`src/rtl/call_scheduler_if.sv`:
```
// Signal bundle between the call scheduler and its environment (buttons + movement datapath).
// The scheduler uses the slave view; the stimulus/datapath side uses the master view.
interface call_scheduler_if;
  logic [2:0] call_btn;
  logic       arrived;
  logic       move_req;
  logic [1:0] target;
  logic       dir_up;
  logic       door_open;
  logic       busy;
  logic [2:0] pending;
  logic [1:0] pos;

  modport master (
    output call_btn, arrived,
    input  move_req, target, dir_up, door_open, busy, pending, pos
  );

  modport slave (
    input  call_btn, arrived,
    output move_req, target, dir_up, door_open, busy, pending, pos
  );
endinterface

```
`src/rtl/call_scheduler.sv`:
```
// Three-floor elevator call scheduler: latches calls, picks targets with a sweep policy,
// requests travel from the movement datapath and times the door dwell.
module call_scheduler #(
  parameter int unsigned DOOR_TICKS = 4
) (
  input logic              clk,
  input logic              rst,
  call_scheduler_if.slave  bus
);

  typedef enum logic [1:0] {
    IDLE = 2'd0,
    MOVE = 2'd1,
    DOOR = 2'd2
  } state_t;

  localparam logic [7:0] DWELL = 8'(DOOR_TICKS);

  state_t     r_state, w_state;
  logic [2:0] r_pending, w_pending;
  logic [1:0] r_pos, w_pos;
  logic [1:0] r_target, w_target;
  logic       r_dir_up, w_dir_up;
  logic       r_door_open, w_door_open;
  logic       r_move_req, w_move_req;
  logic       r_busy;
  logic [7:0] r_cnt, w_cnt;
  logic [2:0] w_here;
  logic [2:0] w_up_pick;
  logic [2:0] w_dn_pick;

  // Returns {found, floor} for the lowest pending floor strictly above f.
  function automatic logic [2:0] nearest_above(input logic [2:0] p, input logic [1:0] f);
    logic [2:0] res;
    res = 3'b000;
    for (int i = 3; i >= 1; i--) begin
      if (i > int'(f) && p[i-1]) begin
        res = {1'b1, 2'(i)};
      end
    end
    return res;
  endfunction

  // Returns {found, floor} for the highest pending floor strictly below f.
  function automatic logic [2:0] nearest_below(input logic [2:0] p, input logic [1:0] f);
    logic [2:0] res;
    res = 3'b000;
    for (int i = 1; i <= 3; i++) begin
      if (i < int'(f) && p[i-1]) begin
        res = {1'b1, 2'(i)};
      end
    end
    return res;
  endfunction

  // Next-state, target selection and dwell timing.
  always_comb begin
    w_state     = r_state;
    w_pending   = r_pending;
    w_pos       = r_pos;
    w_target    = r_target;
    w_dir_up    = r_dir_up;
    w_door_open = r_door_open;
    w_move_req  = 1'b0;
    w_cnt       = r_cnt;
    w_here      = 3'b001 << (r_pos - 2'd1);
    w_up_pick   = nearest_above(r_pending, r_pos);
    w_dn_pick   = nearest_below(r_pending, r_pos);

    case (r_state)
      IDLE: begin
        w_pending = r_pending | (bus.call_btn & ~w_here);
        if ((bus.call_btn & w_here) != 3'b000) begin
          w_state     = DOOR;
          w_door_open = 1'b1;
          w_cnt       = DWELL;
        end else if (r_dir_up && w_up_pick[2]) begin
          w_target   = w_up_pick[1:0];
          w_move_req = 1'b1;
          w_state    = MOVE;
        end else if (!r_dir_up && w_dn_pick[2]) begin
          w_target   = w_dn_pick[1:0];
          w_move_req = 1'b1;
          w_state    = MOVE;
        end else if (w_up_pick[2]) begin
          // Nothing left in the current sweep direction: reverse.
          w_target   = w_up_pick[1:0];
          w_dir_up   = 1'b1;
          w_move_req = 1'b1;
          w_state    = MOVE;
        end else if (w_dn_pick[2]) begin
          w_target   = w_dn_pick[1:0];
          w_dir_up   = 1'b0;
          w_move_req = 1'b1;
          w_state    = MOVE;
        end else begin
          w_state = IDLE;
        end
      end
      MOVE: begin
        w_pending = r_pending | bus.call_btn;
        if (bus.arrived) begin
          w_pos       = r_target;
          w_pending   = (r_pending | bus.call_btn) & ~(3'b001 << (r_target - 2'd1));
          w_door_open = 1'b1;
          w_cnt       = DWELL;
          w_state     = DOOR;
        end else begin
          w_state = MOVE;
        end
      end
      DOOR: begin
        w_pending = r_pending | (bus.call_btn & ~w_here);
        if ((bus.call_btn & w_here) != 3'b000) begin
          w_cnt = DWELL;
        end else if (r_cnt <= 8'd1) begin
          w_cnt       = 8'd0;
          w_door_open = 1'b0;
          w_state     = IDLE;
        end else begin
          w_cnt = r_cnt - 8'd1;
        end
      end
      default: begin
        w_state     = IDLE;
        w_door_open = 1'b0;
        w_cnt       = 8'd0;
      end
    endcase
  end

  // State and registered outputs.
  always_ff @(posedge clk) begin
    if (rst) begin
      r_state     <= IDLE;
      r_pending   <= 3'b000;
      r_pos       <= 2'd1;
      r_target    <= 2'd1;
      r_dir_up    <= 1'b1;
      r_door_open <= 1'b0;
      r_move_req  <= 1'b0;
      r_busy      <= 1'b0;
      r_cnt       <= 8'd0;
    end else begin
      r_state     <= w_state;
      r_pending   <= w_pending;
      r_pos       <= w_pos;
      r_target    <= w_target;
      r_dir_up    <= w_dir_up;
      r_door_open <= w_door_open;
      r_move_req  <= w_move_req;
      r_busy      <= (w_state != IDLE);
      r_cnt       <= w_cnt;
    end
  end

  assign bus.move_req  = r_move_req;
  assign bus.target    = r_target;
  assign bus.dir_up    = r_dir_up;
  assign bus.door_open = r_door_open;
  assign bus.busy      = r_busy;
  assign bus.pending   = r_pending;
  assign bus.pos       = r_pos;

endmodule

```
`src/flat_wrapper.sv`:
```
// flat-port wrapper written by rule: the top's interface ports become plain ports
module call_scheduler_flat 
#(
  parameter int unsigned DOOR_TICKS = 4
)
  (clk, rst, bus_call_btn, bus_arrived, bus_move_req, bus_target, bus_dir_up, bus_door_open, bus_busy, bus_pending, bus_pos);
  call_scheduler_if bus_i ();
  input logic clk;
  input logic rst;
  input wire logic [$bits(bus_i.call_btn)-1:0] bus_call_btn;
  input wire logic [$bits(bus_i.arrived)-1:0] bus_arrived;
  output wire logic [$bits(bus_i.move_req)-1:0] bus_move_req;
  output wire logic [$bits(bus_i.target)-1:0] bus_target;
  output wire logic [$bits(bus_i.dir_up)-1:0] bus_dir_up;
  output wire logic [$bits(bus_i.door_open)-1:0] bus_door_open;
  output wire logic [$bits(bus_i.busy)-1:0] bus_busy;
  output wire logic [$bits(bus_i.pending)-1:0] bus_pending;
  output wire logic [$bits(bus_i.pos)-1:0] bus_pos;
  assign bus_i.call_btn = bus_call_btn;
  assign bus_i.arrived = bus_arrived;
  assign bus_move_req = bus_i.move_req;
  assign bus_target = bus_i.target;
  assign bus_dir_up = bus_i.dir_up;
  assign bus_door_open = bus_i.door_open;
  assign bus_busy = bus_i.busy;
  assign bus_pending = bus_i.pending;
  assign bus_pos = bus_i.pos;
  call_scheduler #(.DOOR_TICKS(DOOR_TICKS)) u_core (.clk(clk), .rst(rst), .bus(bus_i));
endmodule
```
`config.mk`:
```
export PLATFORM = sky130hd
export DESIGN_NAME = call_scheduler_flat
export DESIGN_NICKNAME = d
export VERILOG_FILES = /design/src/rtl/call_scheduler_if.sv /design/src/rtl/call_scheduler.sv /design/src/flat_wrapper.sv
export SDC_FILE = /design/constraint.sdc
export NUM_CORES = 1
export LEC_CHECK = 0
export CORE_MARGIN = 10
export CORE_UTILIZATION = 40
export CTS_CLUSTER_DIAMETER = 80
export DETAILED_ROUTE_END_ITERATION = 8
export GPL_TIMING_DRIVEN = 0
export HOLD_SLACK_MARGIN = 0.15
export SLEW_MARGIN = 15
export SYNTH_ARGS = -nofsm -noshare
export SYNTH_HDL_FRONTEND = slang
export SYNTH_SLANG_ARGS = --single-unit
```
`constraint.sdc`:
```
create_clock -name clk -period 1.9 [get_ports clk]
set_input_delay 0.38 -clock clk [delete_from_list [all_inputs] [get_ports clk]]
set_output_delay 0.38 -clock clk [all_outputs]
set_load 0.05 [all_outputs]
```
After elaboration in Yosys (flattened, before gate mapping)

Index checks and enable logic that the tools add are counted.

Output and inout port bits: 11
Bits in registers: 21
Bits of input ports: 6
Word-level logic and storage cells: 94

Add/subtract/negate cells: 3
Mux-type cells: 36
Equal/unequal tests: 6
Shifts and indexed selects: 2
Bitwise gates (word level): 11
Magnitude comparators: 6
Reductions and logical operators: 21

Operators by type and width:

| cell                  | number |
|---|---|
| $mux W8               | 4 |
| $pmux W8 S3           | 1 |
| $mux W2               | 11 |
| $mux W3               | 6 |
| $mux W1               | 11 |
| $and A3 B3 Y3         | 3 |
| $le A8 B1 Y1 const B  | 1 |
| $sub A8 B1 Y8 const B | 1 |
| $logic_and A1 B1 Y1   | 7 |
| $not A3 Y3            | 2 |
| $or A3 B3 Y3          | 2 |
| $pmux W2 S3           | 1 |
| $pmux W3 S2           | 1 |
| $reduce_bool A2 Y1    | 3 |
| $shl A1 B2 Y3 const A | 2 |
| $reduce_and A5 Y1     | 1 |
| $gt A2 B2 Y1 const A  | 2 |
| $ne A2 B1 Y1 const B  | 2 |
| $ne A2 B2 Y1 const B  | 2 |
| $not A1 Y1            | 4 |
| $reduce_and A2 Y1     | 2 |
| $reduce_and A4 Y1     | 1 |
| $reduce_bool A4 Y1    | 1 |
| $sub A2 B1 Y2 const B | 2 |
| other kinds (12)      | 12 |

Depth between registers and ports, before layout

Gate-level depths: netlist of the first run.

Depth after elaboration: 11
Mapped depth: 7
Mapped depth without buffers: 6

Worst setup path before layout of the first run

Ideal clock, no wire load.

Path type: register to register
Start: register u_core.r_pos[1], in the netlist u_core.bus.pos[1]
End: register u_core.r_target[0], in the netlist u_core.bus.target[0]
Buffers on the path: 1
Arrival: 2.141 ns
Cell stages (with the launch flop): 6
Path slack: -0.363 ns
Period minus slack after synthesis: 2.263 ns
Data required time: 1.778 ns
Setup time: 0.122 ns
Cell sequence: dfxtp_1 -> mux2_2 -> a2111oi_4 -> buf_2 -> a21oi_1 -> a311o_1

Word-level cells in the longest chain between the ends: 8
Elaborated cells on any way between the ends: 28
Those cells by class: 1 x add/sub; 5 x order compare; 1 x shift; 9 x mux; 2 x bitwise; 10 x reduce/logical

Ends and longest elaborated chain:

| what                                                    | RTL line                                   | source |
|---|---|---|
| start: declaration                                      | call_scheduler.sv:21                       | `logic [1:0] r_pos, w_pos;` |
| start signal: assignment                                | call_scheduler.sv:147                      | `r_pos <= w_pos;` |
| $gt A2 B2 Y1 or $lt A1 B2 Y1 (tied branches)            | call_scheduler.sv:37, call_scheduler.sv:49 |  |
| $logic_and A1 B1 Y1, on equally long branches           | call_scheduler.sv:37, call_scheduler.sv:49 |  |
| $mux W3, on equally long branches (2 in series)         | call_scheduler.sv:37, call_scheduler.sv:49 |  |
| $mux W3 or $mux W2 (tied branches)                      | call_scheduler.sv:37, call_scheduler.sv:91 |  |
| $logic_and A1 B1 Y1 or $mux W2 (tied branches)          | call_scheduler.sv:77, call_scheduler.sv:85 |  |
| $reduce_bool A4 Y1 (no line) or $mux W2 (tied branches) | -                                          |  |
| $reduce_and A3 Y1 (no line) or $mux W2 (tied branches)  | -                                          |  |
| end signal: assignment                                  | call_scheduler.sv:148                      | `r_target <= w_target;` |
| end: declaration                                        | call_scheduler.sv:22                       | `logic [1:0] r_target, w_target;` |

Parallel ways exist; a longest one is shown, timed or not. The select of a mux whose other input is x is not followed.
A chain may end at the register's enable or synchronous reset.

Worst setup path after layout of the first run

Start: register u_core.r_cnt[5]
End: register u_core.r_cnt[7]

Word-level cells in the longest chain between the ends: 4
Elaborated cells on any way between the ends: 5
Those cells by class: 1 x add/sub; 1 x order compare; 3 x mux

Ends and longest elaborated chain:

| what                                          | RTL line                                     | source |
|---|---|---|
| start: declaration                            | call_scheduler.sv:27                         | `logic [7:0] r_cnt, w_cnt;` |
| start signal: assignment                      | call_scheduler.sv:153                        | `r_cnt <= w_cnt;` |
| $sub A8 B1 Y8 or $le A8 B1 Y1 (tied branches) | call_scheduler.sv:121, call_scheduler.sv:116 |  |
| $mux W8 (*)                                   | call_scheduler.sv:116                        | `end else if (r_cnt <= 8'd1) begin` |
| $mux W8 (*)                                   | call_scheduler.sv:114                        | `if ((bus.call_btn & w_here) != 3'b000) begin` |
| $pmux W8 S3 (*)                               | call_scheduler.sv:70                         | `case (r_state)` |

Mark *: on every way between the ends. The rest lies on a longest branch, timed or not.

==> results of run 1 <==
[worst paths after layout]
kind                    from                    end
min reg2reg  u_core.r_cnt[1]        u_core.r_cnt[1]
min          bus_call_btn[1]  u_core.bus.pending[1]
max          u_core.r_cnt[5]        u_core.r_cnt[7]
max reg2reg  u_core.r_cnt[5]        u_core.r_cnt[7]
[stage by stage]
step                      util (%)  setup slack (ns)
final                        54.04           0.03568
after detailed placement     48.08           -0.5097
after floorplan                  -        -0.0009309
after CTS                    49.46           -0.1118
after global routing         54.04          -0.04821
after global placement       48.08           -0.5210
[logic make-up after synthesis]
kind of cell    count (synthesis)  share of synthesized area, %
flops                          21                         34.18
fa+ha+maj                       2                         2.034
compound gates                 53                         33.57
mux                             3                         2.543
buf+inv                        16                         5.696
simple gates                   46                         21.97
[cells in the mapped netlist, types with 2 or more instances]
cell	n	share of area [%]
or4_4	2	1.8
a311oi_1	2	1.4
a21bo_2	2	1.6
clkbuf_1	6	1.8
o221ai_1	2	1.4
a311o_1	2	1.6
nor4b_1	2	1.4
o211ai_1	2	1.2
buf_2	2	0.81
nor2_1	9	2.7
mux2i_1	2	1.6
o31ai_1	4	2.4
nor2b_1	2	1.0
a31oi_1	3	1.5
or2_2	2	1.0
o21ai_0	4	1.6
dfxtp_1	21	34
a211oi_1	7	4.3
nand2b_1	3	1.5
inv_1	6	1.8
ha_1	2	2.0
a21oi_1	10	4.1
nand2_1	9	2.7
nand3_1	2	0.81
and3b_1	2	1.4
or3_1	3	1.5
a21boi_0	3	1.8
or4_1	4	2.4
nand4_1	2	1.0
[registers in the layout (all words and copies together) (netlist names)]
| register | count |
|---|---|
| u_core.r_cnt | 8 |
| u_core.bus.pending | 3 |
| u_core.bus.pos | 2 |
| u_core.bus.target | 2 |
| u_core.r_state | 2 |
| u_core.bus.busy | 1 |
| u_core.bus.dir_up | 1 |
| u_core.bus.door_open | 1 |
| u_core.bus.move_req | 1 |
[final cells by class]
type / count / area share (%)
Clock buffer: 4 / 1.619
Buffer: 9 / 3.084
Tap cell: 33 / 2.544
Multi-Input combinational cell: 104 / 49.58
Sequential cell: 21 / 26.83
Inverter: 6 / 1.388
Timing Repair Buffer: 26 / 14.96
[power groups by stage]
| stage | logic [mW] | clock network [mW] | registers (mW) |
|---|---|---|---|
| floorplan | 0.271 | 0 | 0.590 |
| global placement | 0.424 | 0 | 0.544 |
| detailed placement | 0.430 | 0 | 0.546 |
| CTS | 0.413 | 0.227 | 0.539 |
| global route | 0.554 | 0.244 | 0.548 |
| finish | 0.511 | 0.221 | 0.539 |
[worst max-delay path, cell delays in order (launching register included)]
cell,delay [ns]
dfxtp_2,0.35
or4_4,0.56
or4_4,0.49
a22oi_2,0.16
buf_6,0.15
a211oi_2,0.04
[per-layer routing]
layer | track usage, % | part of all wire, %
met2 | 21.06 | 49
met1 | 14.70 | 45
met5 | 0 | 0
met4 | 3.918 | 1.3
met3 | 3.906 | 4.1
[what timing repair did]
item	in CTS	in global routing
gates cloned	0	1
pin swaps	6	6
setup buffers	1	9
setup endpoints to repair	21	13
hold buffers	0	0
resized for setup	12	20
==> impl_results.md, run 1 <==
* First-pass DRT Iterations at 4
* R2R Setup Slk at 0.04 ns
* Number of placed cells counting well taps at 189
* Final period utilization at 98.12%
* Largest net degree at the start of global routing at 12
* Fillers at 298
* Post-synth EDFFs at 0
* Crit path kind: reg -> reg
* Core region area at 3003 µm²
* Yosys reg bits at 21
* Fraction of layout cells with a size suffix above 1 at 27.06%
* Diodes inserted at 0
* Sequential area share after synthesis at 34.18%
* Routed wire length per instance at 17.34 µm
* # H-tree levels at 1
* Power share of the combinational group at 40.2%
* CTS tree: done
* Antenna violations before repair at 0
* P_int at 0.8055 mW
* Initial DRC count at 56
* Max Slew Vio Count at 0
* Post-Syn Instances at 141
* DR vias/cell at 6.177
* Final WL at 3521 µm
* Slew margin rel. at 61.71%
* Multi-input logic area at 804.5 µm²
* Remaining antenna violation count at 0
* Hold WC Path Type: in -> reg
* CP arrival at 2.05 ns
* Maximum Capacitance Violations at 0
* Layout Cells excl Fill at 203
* Synth-to-layout area growth at 31.94%
* LEAKAGE at 0.6782 nW
* Count of final setup violators at 0
* Ports at 17
* Highest clock rate at 0.5364 GHz
* CTS max path bufs at 2
* CP required at 2.08 ns
* Distinct cells, synth at 48
* DPL Wire Length at 2450 µm
* WHS at 0.4441 ns
* Clock-pin slew on the worst setup and hold paths at 0.12 ns
* Fin nets at 179
* Residual DRC count at 0
* Routability congestion estimate at 0.8767
* Max Clock Skew at 0.002878 ns
* Later-pin clock latency in the skew report at 0.30 ns
* Maximum vdd drop at 0.0004650 V
* Leading cell type in the layout, fill and taps excluded: dfxtp_1
* Worst setup SP type: flop
* Crit path time final at 1.864 ns
* Root Buffer: clkbuf_4
* Overall via count from detail_route at 1254
* Die area at 5693 µm²
* GRT overflow at 0
* Switching Share at 36.62%
* Commonest non-fill, non-tap cells in the layout: dfxtp_1 (15), a21oi_1 (10), nor2_1 (9), nand2_1 (9), buf_4 (9)
* Rows at 20
* Post-route design area at 1623 µm²
* Top FF cell, synth: dfxtp_1
* R2R cell count at 5
* Synthesis warning total at 0
* Total track usage at 12.49%
* Sequential Area at 435.4 µm²
* Syn avg cell area at 8.723 µm²
* Syn_nets at 149
* Reg power frac at 42.4%
* Slew @ Worst Pin at 0.5744 ns
* Status: completed
* Num CTS Buffers at 3
* Net switching power at 0.4653 mW
* Die extent in x at 75.45 µm
* Unrepaired setup endpoints after global routing: true
* First-pass GRT wire length at 5644 µm
* Vias in the first global route at 1225
* Dpl cell area at 1444 µm²
* Sink Count at 21
* Pwr/cell area at 783.1 nW/µm²
* Cell depth of the worst min-delay path at 3
* Final Total Pwr at 1.271 mW
* Fin. Hold Viols at 0
* Post-route setup TNS at 0 ns
* Peak fanout along the critical path at 6
* FFs w/ async S/R, synth at 0%
* Post-Syn Area at 1230 µm²
* Port bufs at 15
* Crit end category: flop
* Die span in y at 75.45 µm
* Clock Power Share at 17.4%
* Starting Density at 40.96%
(Power assumes the default switching activity.)
==> run 2, diff against run 1 <==
--- a/config.mk
+++ b/config.mk
@@ -9,6 +9,7 @@
 export CORE_UTILIZATION = 40
 export CTS_CLUSTER_DIAMETER = 80
 export DETAILED_ROUTE_END_ITERATION = 8
+export GPL_ROUTABILITY_DRIVEN = 0
 export GPL_TIMING_DRIVEN = 0
 export HOLD_SLACK_MARGIN = 0.15
 export SLEW_MARGIN = 15
==> results of run 2 <==
Same layout as run 1: the final DEF is identical, and so are final timing and power.
